$ cat src/rtl/sram_port_arbiter.sv
// sram_port_arbiter: shares one single-port SRAM macro between two requesters.
// Accepted accesses become a one-cycle SRAM command; read data is routed back
// to the originating requester one cycle later.
// Optional macro SRAM_ARB_RR_EN: round-robin arbitration with a last-grant
// pointer. When it is undefined, m0 has fixed priority over m1.
module sram_port_arbiter #(
  parameter int AW = 9,
  parameter int DW = 32
) (
  input  logic            clk_i,
  input  logic            rst_i,
  input  logic            m0_req_i,
  input  logic            m0_we_i,
  input  logic [AW-1:0]   m0_addr_i,
  input  logic [DW/8-1:0] m0_wmask_i,
  input  logic [DW-1:0]   m0_wdata_i,
  output logic            m0_gnt_o,
  output logic            m0_rvalid_o,
  output logic [DW-1:0]   m0_rdata_o,
  input  logic            m1_req_i,
  input  logic            m1_we_i,
  input  logic [AW-1:0]   m1_addr_i,
  input  logic [DW/8-1:0] m1_wmask_i,
  input  logic [DW-1:0]   m1_wdata_i,
  output logic            m1_gnt_o,
  output logic            m1_rvalid_o,
  output logic [DW-1:0]   m1_rdata_o,
  output logic            o_csb0,
  output logic            o_web0,
  output logic [DW/8-1:0] o_wmask0,
  output logic [AW-1:0]   o_waddr0,
  output logic [DW-1:0]   o_din0,
  input  logic [DW-1:0]   i_dout0
);

  localparam int MW = DW / 8;

  logic            acc_s;
  logic            owner_s;
  logic            sel_we_s;
  logic [AW-1:0]   sel_addr_s;
  logic [MW-1:0]   sel_wmask_s;
  logic [DW-1:0]   sel_wdata_s;

  logic            csb_r;
  logic            web_r;
  logic [MW-1:0]   wmask_r;
  logic [AW-1:0]   waddr_r;
  logic [DW-1:0]   din_r;

  // stage 1 = command cycle, stage 2 = data-return cycle
  logic            s1_valid_r, s1_owner_r, s1_read_r;
  logic            s2_valid_r, s2_owner_r, s2_read_r;

`ifdef SRAM_ARB_RR_EN
  logic            lp_r;

  // Grant: single requester wins at once; on contention the one not granted last wins
  always_comb begin
    m0_gnt_o = 1'b0;
    m1_gnt_o = 1'b0;
    if (rst_i) begin
      m0_gnt_o = 1'b0;
      m1_gnt_o = 1'b0;
    end else if (m0_req_i && m1_req_i) begin
      m0_gnt_o = lp_r;
      m1_gnt_o = ~lp_r;
    end else begin
      m0_gnt_o = m0_req_i;
      m1_gnt_o = m1_req_i;
    end
  end

  // Last-grant pointer; reset to m1 so m0 gets the first contended grant
  always_ff @(posedge clk_i or posedge rst_i) begin
    if (rst_i) begin
      lp_r <= 1'b1;
    end else if (acc_s) begin
      lp_r <= owner_s;
    end else begin
      lp_r <= lp_r;
    end
  end
`else
  // Grant: fixed priority, m0 always beats m1
  always_comb begin
    m0_gnt_o = 1'b0;
    m1_gnt_o = 1'b0;
    if (rst_i) begin
      m0_gnt_o = 1'b0;
      m1_gnt_o = 1'b0;
    end else begin
      m0_gnt_o = m0_req_i;
      m1_gnt_o = m1_req_i & ~m0_req_i;
    end
  end
`endif

  // Select the accepted requester's command fields
  always_comb begin
    acc_s   = m0_gnt_o | m1_gnt_o;
    owner_s = m1_gnt_o;
    if (m1_gnt_o) begin
      sel_we_s    = m1_we_i;
      sel_addr_s  = m1_addr_i;
      sel_wmask_s = m1_wmask_i;
      sel_wdata_s = m1_wdata_i;
    end else begin
      sel_we_s    = m0_we_i;
      sel_addr_s  = m0_addr_i;
      sel_wmask_s = m0_wmask_i;
      sel_wdata_s = m0_wdata_i;
    end
  end

  // SRAM command register: one command cycle per acceptance, deselect otherwise
  always_ff @(posedge clk_i or posedge rst_i) begin
    if (rst_i) begin
      csb_r   <= 1'b1;
      web_r   <= 1'b1;
      wmask_r <= '0;
      waddr_r <= '0;
      din_r   <= '0;
    end else if (acc_s) begin
      csb_r   <= 1'b0;
      web_r   <= ~sel_we_s;
      wmask_r <= sel_wmask_s;
      waddr_r <= sel_addr_s;
      din_r   <= sel_wdata_s;
    end else begin
      csb_r   <= 1'b1;
      web_r   <= 1'b1;
      wmask_r <= '0;
      waddr_r <= waddr_r;
      din_r   <= din_r;
    end
  end

  // In-flight tracking pipeline; reset discards outstanding reads
  always_ff @(posedge clk_i or posedge rst_i) begin
    if (rst_i) begin
      s1_valid_r <= 1'b0;
      s1_owner_r <= 1'b0;
      s1_read_r  <= 1'b0;
      s2_valid_r <= 1'b0;
      s2_owner_r <= 1'b0;
      s2_read_r  <= 1'b0;
    end else begin
      s1_valid_r <= acc_s;
      s1_owner_r <= owner_s;
      s1_read_r  <= acc_s & ~sel_we_s;
      s2_valid_r <= s1_valid_r;
      s2_owner_r <= s1_owner_r;
      s2_read_r  <= s1_read_r;
    end
  end

  // Route returning SRAM data to its owner; rdata is zero when not valid
  always_comb begin
    m0_rvalid_o = s2_valid_r & s2_read_r & ~s2_owner_r;
    m1_rvalid_o = s2_valid_r & s2_read_r & s2_owner_r;
    if (m0_rvalid_o) begin
      m0_rdata_o = i_dout0;
    end else begin
      m0_rdata_o = '0;
    end
    if (m1_rvalid_o) begin
      m1_rdata_o = i_dout0;
    end else begin
      m1_rdata_o = '0;
    end
  end

  assign o_csb0   = csb_r;
  assign o_web0   = web_r;
  assign o_wmask0 = wmask_r;
  assign o_waddr0 = waddr_r;
  assign o_din0   = din_r;

endmodule

$ cat config.mk
export PLATFORM = sky130hd
export DESIGN_NAME = sram_port_arbiter
export DESIGN_NICKNAME = d
export VERILOG_FILES = /design/src/rtl/sram_port_arbiter.sv
export SDC_FILE = /design/constraint.sdc
export NUM_CORES = 1
export LEC_CHECK = 0
export CAP_MARGIN = 15
export CORE_MARGIN = 4
export CORE_UTILIZATION = 25
export DETAILED_ROUTE_END_ITERATION = 16
export SYNTH_ARGS = -nofsm -noshare
export SYNTH_HDL_FRONTEND = slang
export SYNTH_SLANG_ARGS = --single-unit
$ cat constraint.sdc
create_clock -name clk_i -period 1.7 [get_ports clk_i]
set_input_delay 0.34 -clock clk_i [delete_from_list [all_inputs] [get_ports clk_i]]
set_output_delay 0.34 -clock clk_i [all_outputs]
set_load 0.05 [all_outputs]
==> flow_results.org <==
** Clocking
- Maximum level of the CTS H-tree :: 2
- Number of sinks on the clock net :: 53
- Maximum number of buffers from clock root to sink :: 2
- TritonCTS clock tree :: built
- In this run the clock root is driven by a sky130_fd_sc_hd__clkbuf_16.
- Clock latency on the worst-skew pair, taken at its later pin, is 0.28 ns.
- After clock tree synthesis, the clock-pin slew on the worst setup and hold paths is 0.07 ns.
- Counting the buffers created by CTS gives 5.

** Route
- For this block, the routed nets add up to 12,450 µm of wire.
- Number of design rule violations left after detail routing :: 0
- In the routed layout, each cell is associated on average with a via count of 4.689.
- Total via count in the routed design :: 3,395
- Before antenna repair, the detailed router went through 4 iterations.
- After detailed routing, the average wire length per cell comes to 17.19 µm.
- ANT nets after route :: 0
- Starting DRC count in detailed routing :: 115

** Die
- Number of top-level design ports :: 243
- Std cell rows :: 39
- Starting density of the core :: 25.60%
- In this run the vertical extent of the chip is 116.4 µm.
- The core region is 0.01147 mm².
- The die is 116.4 µm wide.
- The floorplan step defined a die boundary enclosing 0.01354 mm².

** Power
- VDD sags by at most 0.3812 mV.
- For this design the static power due to leakage is 2.750 nW.
- Areal power density over the cells :: 638.7 mW/mm²

** Run
- Across the run, the number of max-cap violations was 0.

** STA
- Max transition margin :: 68.98%
- RSZ-0062 raised after global routing :: yes
- Setup slack on the critical path of the routed design comes to -0.02406 ns.
- The max-slew violation count was 0.
- The number of hold-slack violations in the final timing report was 0.
- Setup violations remaining at the end of the flow were counted as 51.
- Setup total negative slack on the finished layout was measured at -0.5016 ns.
- Across the routed clock network, the largest skew measured is 0.003830 ns.
- Minimum period implied by the final worst setup slack :: 1.724 ns
- Least-Margin Pin Slew :: 0.4654 ns
- Fmax :: 580.0 MHz
- Share of the cycle needed by the critical path after routing :: 101.4%

** Logic synthesis
- Yosys synthesis warning count :: 0
- After synthesis the netlist holds a flip-flop and latch count of 53.
- Counting every net in the synthesized netlist gives 464.
- In this run the cell area of the synthesized design comes to 0.002935 mm².
- Of the synthesized area, sequential elements account for 45.27%.
- Mean instance size in the synthesized netlist :: 8.736 µm²
- By area the synthesized netlist is led by sky130_fd_sc_hd__dfrtp_1 (43%), sky130_fd_sc_hd__nor3_1 (17%), sky130_fd_sc_hd__and2_1 (14%).
- After Yosys synthesis, and, or, nand and nor cells account for 39.43% of the synthesized area.
- The synthesized netlist devotes 0% of its cell area to XOR and XNOR gates.
- In the synthesized netlist, mux cells make up 0% of the area.
- The top cell type by area accounts for 43.48% of the synthesized area.
- Mapped Cells :: 336
- Synthesis instantiated 22 different standard cells from the library.
- Of the total synthesized cell area, the portion taken by full adders, half adders and majority gates is 0%.
- Compound-Gate Fraction of Synth Area :: 8.483%
- The biggest area contributor in the post-synthesis netlist is sky130_fd_sc_hd__dfrtp_1.
- By area, the combinational part of the netlist is dominated by simple AND/OR/NAND/NOR gates.

** Global route
- Grt total ovfl :: 0
- Wire length of the first global-routing pass :: 18,530 µm
- Entering global routing, the biggest net connects 48 pins.
- Antenna violations before repair :: 1
- Via count of the first global-routing pass :: 3,391
- Global routing used 17.62% of the available tracks.

** Layout
- 0 antenna diodes ended up in the layout.
- Fraction of final layout cells sized beyond drive strength 1 :: 40.45%
- Area Overhead vs Synth :: 125.7%
- After the last flow step, the layout net total stands at 708.
- FILL cells :: 1,004

** Critical path
- STA classifies the critical path endpoint as an output pin.
- At the worst endpoint, the arrival time is 1.38 ns.
- Worst Path Class, Setup :: reg2out
- For the worst setup path, the data required time is 1.36 ns.
- The worst setup path is launched from a register.
- Worst-path fanout max :: 8

** Min path
- The min-delay analysis places its worst path in the category in2async.

** Placed design
- OpenSTA, run right after detailed placement, puts the worst setup slack at -0.05810 ns.
- The wire-length estimate of the detail-placed layout is 9654 µm.
- At the end of routability-driven placement, the weighted congestion stood at 0.7885.
- The count of buffers added on input and output ports is 242.

** Status
- Failing checks :: negative setup slack
- The flow ran to the end, but the final reports show violations.
## cells in the final DEF, fill, tap and decap left out
master,synthesis,layout
sky130_fd_sc_hd__nand2b_4,0,1
sky130_fd_sc_hd__buf_6,6,4
sky130_fd_sc_hd__o22ai_2,10,10
sky130_fd_sc_hd__nor2_4,0,2
sky130_fd_sc_hd__nand2b_2,1,1
sky130_fd_sc_hd__o22ai_1,11,11
sky130_fd_sc_hd__clkdlybuf4s50_1,0,124
sky130_fd_sc_hd__dfrtp_1,51,51
sky130_fd_sc_hd__a22oi_1,4,4
sky130_fd_sc_hd__and2_1,65,1
sky130_fd_sc_hd__dlymetal6s2s_1,0,2
sky130_fd_sc_hd__and2_4,0,64
sky130_fd_sc_hd__dfstp_2,2,2
sky130_fd_sc_hd__or2_4,1,1
sky130_fd_sc_hd__buf_8,0,1
sky130_fd_sc_hd__buf_12,0,75
sky130_fd_sc_hd__clkbuf_8,0,1
sky130_fd_sc_hd__inv_2,0,1
sky130_fd_sc_hd__nand2_1,2,1
sky130_fd_sc_hd__and3_4,0,1
sky130_fd_sc_hd__clkbuf_16,0,7
sky130_fd_sc_hd__nor3_1,100,100
sky130_fd_sc_hd__buf_16,0,2
sky130_fd_sc_hd__clkbuf_1,8,2
sky130_fd_sc_hd__buf_2,13,1
sky130_fd_sc_hd__nand2_2,0,1
sky130_fd_sc_hd__nor3_2,3,3
sky130_fd_sc_hd__a22o_1,1,1
sky130_fd_sc_hd__inv_1,4,3
sky130_fd_sc_hd__nor2_1,47,45
sky130_fd_sc_hd__nor2b_1,1,1
sky130_fd_sc_hd__buf_4,3,56
sky130_fd_sc_hd__o21ba_4,1,1
## worst max-delay path, stage by stage (launching register included)
cell                        delay (ns)
sky130_fd_sc_hd__dfrtp_1          0.39
sky130_fd_sc_hd__nand2_2          0.09
sky130_fd_sc_hd__nor2_4           0.04
sky130_fd_sc_hd__buf_6            0.12
sky130_fd_sc_hd__clkbuf_16        0.15
sky130_fd_sc_hd__and2_4           0.16
sky130_fd_sc_hd__buf_12           0.14
## cells in the mapped netlist, drive strengths merged
cell	instances
or2	1
clkbuf	8
buf	22
nor2	47
inv	4
nand2	2
a22oi	4
o22ai	21
and3	1
dfstp	2
nand2b	2
nor2b	1
dfrtp	51
nor3	103
a22o	1
and2	65
o21ba	1
## sequential cells by signal (all words and copies together), names as in the netlist
name        flops
o_web0          1
s1_owner_r      1
s2_owner_r      1
o_din0         32
s2_read_r       1
o_wmask0        4
s1_read_r       1
o_csb0          1
o_waddr0        9
s2_valid_r      1
s1_valid_r      1
## power by group
| group | switching (mW) | total, mW | leakage (nW) | internal [mW] |
|---|---|---|---|---|
| registers | 0.113 | 1.53 | 0.609 | 1.41 |
| clock network | 0.418 | 1.01 | 0.0712 | 0.588 |
| logic | 0.974 | 1.70 | 2.07 | 0.724 |
## area by class of cell
type / instances / area [µm²] / area share (%)
Timing Repair Buffer: 267 / 3358 / 50.70
Multi-Input combinational cell: 249 / 1597 / 24.10
Sequential cell: 53 / 1329 / 20.06
Tap cell: 143 / 178.9 / 2.701
Clock buffer: 8 / 146.4 / 2.210
Inverter: 4 / 15.01 / 0.2267
## through the flow
step | utilization (%) | cells | hold slack (ns) | total power [mW] | cell area [µm²]
2_1_floorplan | - | 336 | 0.3312 | 2.446 | 2953
3_3_place_gp | 53.38 | 707 | 0.3317 | 3.191 | 6121
3_5_place_dp | 53.38 | 707 | 0.3358 | 3.214 | 6121
4_1_cts | 56.70 | 720 | 0.1197 | 4.286 | 6502
5_1_grt | 57.76 | 724 | 0.1464 | 4.439 | 6624
6_report | 57.76 | 724 | 0.1189 | 4.231 | 6624
## cell families after synthesis
logic type      after synthesis
buf+inv                      34
simple gates                222
flops                        53
compound gates               27
## worst paths after layout
| path | start | to | slack, ns | depth (start not counted) |
|---|---|---|---|---|
| max in group asynchronous | rst_i | o_csb0 | 1.02 | 4 |
| worst max register to register | o_din0[24] | o_din0[24] | 0.92 | 2 |
| min in group clk_i | rst_i | s1_owner_r | 0.32 | 2 |
| worst max-delay path | s2_valid_r | m0_rdata_o[6] | -0.02 | 6 |
| worst min register to register | s1_valid_r | s2_valid_r | 0.35 | 0 |
| worst min-delay path | rst_i | o_din0[29] | 0.12 | 3 |
## repair_timing
item / in CTS / in global routing
hold buffers: 0 / 0
setup endpoints to repair: 65 / 67
gates resized for setup: 64 / 18
setup buffers: 3 / 1
pin swaps: 25 / 21
cloned: 2 / 3
## metal layers
metal  track usage, %  wire length, µm  share of wire, %  vias to the layer above
li1                 -                -                 -                     1635
met1            20.72             4444                36                     1576
met2            31.85             6560                53                      170
met3            5.181             1285                10                       12
met4            3.558              148               1.2                        2
met5                0                7             0.056                        -
Note: power is estimated with default switching activity, not from simulation.
